## config.mk

```make
export PLATFORM = sky130hd
export DESIGN_NAME = mix_columns_seq_flat
export DESIGN_NICKNAME = d
export VERILOG_FILES = /design/src/rtl/mix_columns_seq_pkg.sv /design/src/rtl/mix_columns_seq_if.sv /design/src/rtl/mix_single_column.sv /design/src/rtl/mix_columns_seq.sv /design/src/flat_wrapper.sv
export SDC_FILE = /design/constraint.sdc
export NUM_CORES = 1
export LEC_CHECK = 0
export CORE_ASPECT_RATIO = 0.75
export CORE_UTILIZATION = 55
export CTS_CLUSTER_DIAMETER = 30
export DETAILED_ROUTE_END_ITERATION = 7
export GPL_TIMING_DRIVEN = 0
export PLACE_DENSITY = 0.88
export REMOVE_ABC_BUFFERS = 1
export SYNTH_ARGS = -nofsm -noshare
export SYNTH_HDL_FRONTEND = slang
export SYNTH_SLANG_ARGS = --single-unit
```

## constraint.sdc

```tcl
create_clock -name clk -period 19.35 [get_ports clk]
set_clock_uncertainty 0.2 [all_clocks]
set_input_delay 3.87 -clock clk [delete_from_list [all_inputs] [get_ports clk]]
set_output_delay 3.87 -clock clk [all_outputs]
set_load 0.05 [all_outputs]
```

## src/rtl/mix_columns_seq_pkg.sv

```systemverilog
// rtl/mix_columns_seq_pkg.sv - shared AES mode codes, last-round constants and GF(2^8) helpers
package mix_columns_seq_pkg;

   localparam logic [1:0] MODE_AES128 = 2'h0;
   localparam logic [1:0] MODE_AES192 = 2'h2;
   localparam logic [1:0] MODE_AES256 = 2'h3;

   localparam logic [4:0] LAST_R128 = 5'h0a;
   localparam logic [4:0] LAST_R192 = 5'h0c;
   localparam logic [4:0] LAST_R256 = 5'h0e;

   typedef enum logic [1:0] {
      ST_IDLE = 2'd0,
      ST_CALC = 2'd1,
      ST_DONE = 2'd2
   } state_t;

   // multiply by x in GF(2^8) with the AES polynomial
   function automatic logic [7:0] xtime(input logic [7:0] a);
      return {a[6:0], 1'b0} ^ (a[7] ? 8'h1b : 8'h00);
   endfunction

   function automatic logic [7:0] mul3(input logic [7:0] a);
      return xtime(a) ^ a;
   endfunction

   // true when this round skips MixColumns; unknown mode codes behave as AES-128
   function automatic logic is_last_round(input logic [4:0] round, input logic [1:0] mode);
      logic [4:0] last;
      case (mode)
         MODE_AES192: last = LAST_R192;
         MODE_AES256: last = LAST_R256;
         default:     last = LAST_R128;
      endcase
      return round == last;
   endfunction

endpackage

```

## src/rtl/mix_columns_seq_if.sv

```systemverilog
// rtl/mix_columns_seq_if.sv - input/output handshake bundle of the MixColumns stage
interface mix_columns_seq_if;
   logic         in_valid;
   logic         in_ready;
   logic [127:0] S;
   logic [4:0]   round;
   logic [1:0]   mode;
   logic         out_valid;
   logic         out_ready;
   logic [127:0] S_;
   logic         busy;

   modport master (
      output in_valid, S, round, mode, out_ready,
      input  in_ready, out_valid, S_, busy
   );

   modport slave (
      input  in_valid, S, round, mode, out_ready,
      output in_ready, out_valid, S_, busy
   );
endinterface

```

## src/rtl/mix_single_column.sv

```systemverilog
// rtl/mix_single_column.sv - combinational forward MixColumns of one 32-bit column
module mix_single_column
   import mix_columns_seq_pkg::*;
(
   input  logic [31:0] col,
   output logic [31:0] mixed
);

   logic [7:0] a0, a1, a2, a3;

   assign a0 = col[31:24];
   assign a1 = col[23:16];
   assign a2 = col[15:8];
   assign a3 = col[7:0];

   assign mixed[31:24] = xtime(a0) ^ mul3(a1) ^ a2 ^ a3;
   assign mixed[23:16] = a0 ^ xtime(a1) ^ mul3(a2) ^ a3;
   assign mixed[15:8]  = a0 ^ a1 ^ xtime(a2) ^ mul3(a3);
   assign mixed[7:0]   = mul3(a0) ^ a1 ^ a2 ^ xtime(a3);

endmodule

```

## src/rtl/mix_columns_seq.sv

```systemverilog
// rtl/mix_columns_seq.sv - iterative forward MixColumns, one column per cycle, last-round bypass
module mix_columns_seq
   import mix_columns_seq_pkg::*;
(
   input  logic              clk,
   input  logic              rst,
   mix_columns_seq_if.slave  bus
);

   state_t       state;
   logic [1:0]   col_cnt;
   logic [127:0] s_reg;
   logic [127:0] s_out;
   logic         out_valid_q;
   logic [31:0]  cur_col;
   logic [31:0]  mixed;

   assign bus.in_ready  = (state == ST_IDLE);
   assign bus.busy      = (state != ST_IDLE);
   assign bus.out_valid = out_valid_q;
   assign bus.S_        = s_out;

   // select the column of the latched state that the shared mixer works on
   always_comb begin
      cur_col = s_reg[127:96];
      case (col_cnt)
         2'd0: cur_col = s_reg[127:96];
         2'd1: cur_col = s_reg[95:64];
         2'd2: cur_col = s_reg[63:32];
         2'd3: cur_col = s_reg[31:0];
         default: cur_col = s_reg[127:96];
      endcase
   end

   mix_single_column u_mix (
      .col   (cur_col),
      .mixed (mixed)
   );

   // control FSM: accept, mix four columns (or bypass), then hold the result until taken
   always_ff @(posedge clk or posedge rst) begin
      if (rst) begin
         state       <= ST_IDLE;
         col_cnt     <= 2'd0;
         s_reg       <= 128'h0;
         s_out       <= 128'h0;
         out_valid_q <= 1'b0;
      end else begin
         case (state)
            ST_IDLE: begin
               if (bus.in_valid) begin
                  s_reg <= bus.S;
                  if (is_last_round(bus.round, bus.mode)) begin
                     s_out <= bus.S;
                     state <= ST_DONE;
                  end else begin
                     state <= ST_CALC;
                  end
               end
            end
            ST_CALC: begin
               case (col_cnt)
                  2'd0: s_out[127:96] <= mixed;
                  2'd1: s_out[95:64]  <= mixed;
                  2'd2: s_out[63:32]  <= mixed;
                  default: s_out[31:0] <= mixed;
               endcase
               if (col_cnt == 2'd3) begin
                  col_cnt     <= 2'd0;
                  out_valid_q <= 1'b1;
                  state       <= ST_DONE;
               end else begin
                  col_cnt <= col_cnt + 2'd1;
               end
            end
            ST_DONE: begin
               // the bypass path arrives here with out_valid still low and raises it one edge later
               if (!out_valid_q) begin
                  out_valid_q <= 1'b1;
               end else if (bus.out_ready) begin
                  out_valid_q <= 1'b0;
                  state       <= ST_IDLE;
               end
            end
            default: begin
               state       <= ST_IDLE;
               col_cnt     <= 2'd0;
               out_valid_q <= 1'b0;
            end
         endcase
      end
   end

endmodule

```

## src/flat_wrapper.sv

```systemverilog
// flat-port wrapper written by rule: the top's interface ports become plain ports
module mix_columns_seq_flat import mix_columns_seq_pkg::*;
  (clk, rst, bus_in_valid, bus_S, bus_round, bus_mode, bus_out_ready, bus_in_ready, bus_out_valid, bus_S_, bus_busy);
  mix_columns_seq_if bus_i ();
  input  logic clk;
  input  logic rst;
  input wire logic [$bits(bus_i.in_valid)-1:0] bus_in_valid;
  input wire logic [$bits(bus_i.S)-1:0] bus_S;
  input wire logic [$bits(bus_i.round)-1:0] bus_round;
  input wire logic [$bits(bus_i.mode)-1:0] bus_mode;
  input wire logic [$bits(bus_i.out_ready)-1:0] bus_out_ready;
  output wire logic [$bits(bus_i.in_ready)-1:0] bus_in_ready;
  output wire logic [$bits(bus_i.out_valid)-1:0] bus_out_valid;
  output wire logic [$bits(bus_i.S_)-1:0] bus_S_;
  output wire logic [$bits(bus_i.busy)-1:0] bus_busy;
  assign bus_i.in_valid = bus_in_valid;
  assign bus_i.S = bus_S;
  assign bus_i.round = bus_round;
  assign bus_i.mode = bus_mode;
  assign bus_i.out_ready = bus_out_ready;
  assign bus_in_ready = bus_i.in_ready;
  assign bus_out_valid = bus_i.out_valid;
  assign bus_S_ = bus_i.S_;
  assign bus_busy = bus_i.busy;
  mix_columns_seq u_core (.clk(clk), .rst(rst), .bus(bus_i));
endmodule
```

==> metrics <==
worst slew pin tran=1.103 ns; total congestion overflow=0; largest cells by area after synthesis=dfrtp_1, mux2_2, a21oi_1, xnor2_1, nand2_1; post_cts resized=0; DR pass1 iterations=8; largest net degree at the start of global routing=125; via count=11130; register area share after synthesis=0.5077; non-filler cells, final=1774; worst min path class=flip-flop to flip-flop; GP Congestion=0.8435; clock period minus worst slack=7.839 ns; commonest cells in the netlist=dfrtp_1, mux2_2, a21oi_1; Yosys top cell area share=0.5077; placed cells=1689; critical path fanouts, max=68; CTS tree=built; DRT iter0 DRCs=1480; Setup TNS=0 ns; status=finished, final reports clean; Max-slew headroom=0.2645; Netlist Area Pre-Place=12860 µm²; critical path class=input pin to flip-flop; Hold Worst Slack=0.2832 ns; first-pass GRT wire length=63190 µm; Detail Placement HPWL=27970 µm; synth warn=0; post-DR vias/cell=6.273; H-tree levels=2; share of cells above drive strength 1=0.1656; number of synthesized flops with an enable pin=0; Reg clk slew, reported paths=0.05 ns; fraction of the cycle the final worst path needs=0.4051; Max Slew Vio Count=0; final wirelength=41560 µm; number of global-route vias before repair=11280; Final Setup Violations=0; Yosys reg bits=261; Max-Cap Viols=0; Syn Area/Cell=10.84 µm²; Worst setup EP type=flip-flop; Core ar.=23000 µm²; Final Hold Viols=0; die height=134.5 µm; gr usage total=0.3474; clk buf depth=3; DR WL/cell=23.43 µm; row count=48; DRC=0; final net count=1582; cts bufs inserted=45; num ports=270; worst endpoint data arrival time=8.04 ns; Max Fclk=127.6 MHz; Async SR Flop Fraction=1.000; Initial Util=0.5593; DIE WIDTH=178.6 µm; cells after synthesis=1187; Synth cell types=42; most common flop cell mapped by yosys=dfrtp_1; Req. time, crit path=19.55 ns; cell with the most instances after synthesis=dfrtp_1; RSZ-0062 raised after global routing=false; leading area contributor after synthesis=dfrtp_1; Port-buffer cells=269; initial antenna violation count=1; clk_lat worst skew=0.52 ns; Setup Fix Bufs, Post-CTS=0; Die Area=24010 µm²; P&R area growth vs syn=37.04%; Clock Tree Root=clkbuf_16; Routed Antenna Nets=0; clock sinks=261; Post-CTS Hold Buffers=0; Critical Path Start Type=input pin
-- layer usage --
layer	track usage	vias up	routed length, µm
li1	-	4763	-
met3	0.08333	96	4525
met2	0.5362	741	18970
met5	0	-	0
met1	0.4797	5529	16900
met4	0.1266	0	1157
-- layout make-up --
cell class,count,area [µm²]
Clock buffer,59,1271
Timing Repair Buffer,286,3075
Multi-Input combinational cell,834,6043
Clock inverter,25,290.3
Tap cell,300,375.4
Sequential cell,261,6531
Antenna cell,1,2.502
Inverter,8,40.04
Fill cell,1431,5373
-- kinds of logic (layout without fill, tap and decap cells) --
logic type,count (synthesis),in the layout,synth area share
adder cells (fa/ha/maj),7,7,0.006808
multiplexers,135,135,0.1175
AND/OR/NAND/NOR,285,285,0.09551
other,0,1,0
buffers and inverters,92,378,0.02898
AO/OA/AOI/OAI,291,291,0.1440
flip-flops,261,261,0.5077
XOR/XNOR,116,116,0.09950
-- layout by cell type (no fill, tap or decap), drive strengths merged, types with 2 or more instances in the layout --
cell type,netlist,final
a211o,4,4
clkbuf,69,59
a21oi,126,126
and3,4,4
a21o,2,2
o21a,4,4
o21ai,54,54
xnor2,70,70
nor2b,14,14
ha,7,7
nand2,111,111
nor3,2,2
o31ai,8,8
clkinv,0,9
xor2,27,27
a211oi,2,2
o211a,2,2
mux2i,7,7
xnor3,17,17
a222oi,32,32
buf,15,17
xor3,2,2
clkdlybuf4s50,0,269
bufinv,0,5
inv,8,12
o211ai,52,52
dfrtp,261,261
nand4,8,8
nand2b,5,5
clkinvlp,0,7
nand3,56,56
and2,2,2
nor2,82,82
mux2,128,128
-- worst paths after layout --
check / startpoint / endpoint / slack (ns) / cells after the start
worst max-delay path: bus_in_valid / u_core.bus.S_[90]$_DFFE_PP0P_ / 11.51 / 7
worst min-delay path: u_core.bus.S_[53]$_DFFE_PP0P_ / u_core.bus.S_[53]$_DFFE_PP0P_ / 0.28 / 2
worst max register to register: u_core.state[1]$_DFFE_PP0P_ / u_core.bus.S_[90]$_DFFE_PP0P_ / 14.37 / 9
worst min register to register: u_core.bus.S_[53]$_DFFE_PP0P_ / u_core.bus.S_[53]$_DFFE_PP0P_ / 0.28 / 2
max in group asynchronous: rst / u_core.bus.S_[72]$_DFFE_PP0P_ / 14.08 / 4
min in group asynchronous: rst / u_core.bus.out_valid$_DFFE_PP0P_ / 3.48 / 2
-- stage by stage --
step                        util  cell area [µm²]  worst slack (ns)
final                     0.7664            17630             11.51
after global routing      0.7664            17630             11.31
after CTS                 0.7663            17630             11.61
after detailed placement  0.6984            16070             11.18
after global placement    0.6778            15590             2.389
after floorplan                -            12520             8.097
-- worst max-delay path: stages --
cell and delay, ns:
clkdlybuf4s50_1 0.53, nand2_4 0.50, o32ai_4 0.66, buf_8 0.26, o21a_1 0.87, nand2_1 0.83
o211ai_1 0.48
Power is left out: the tool's default activity adds up to more than one toggle a clock period on the data nets, which glitch-free logic cannot reach.
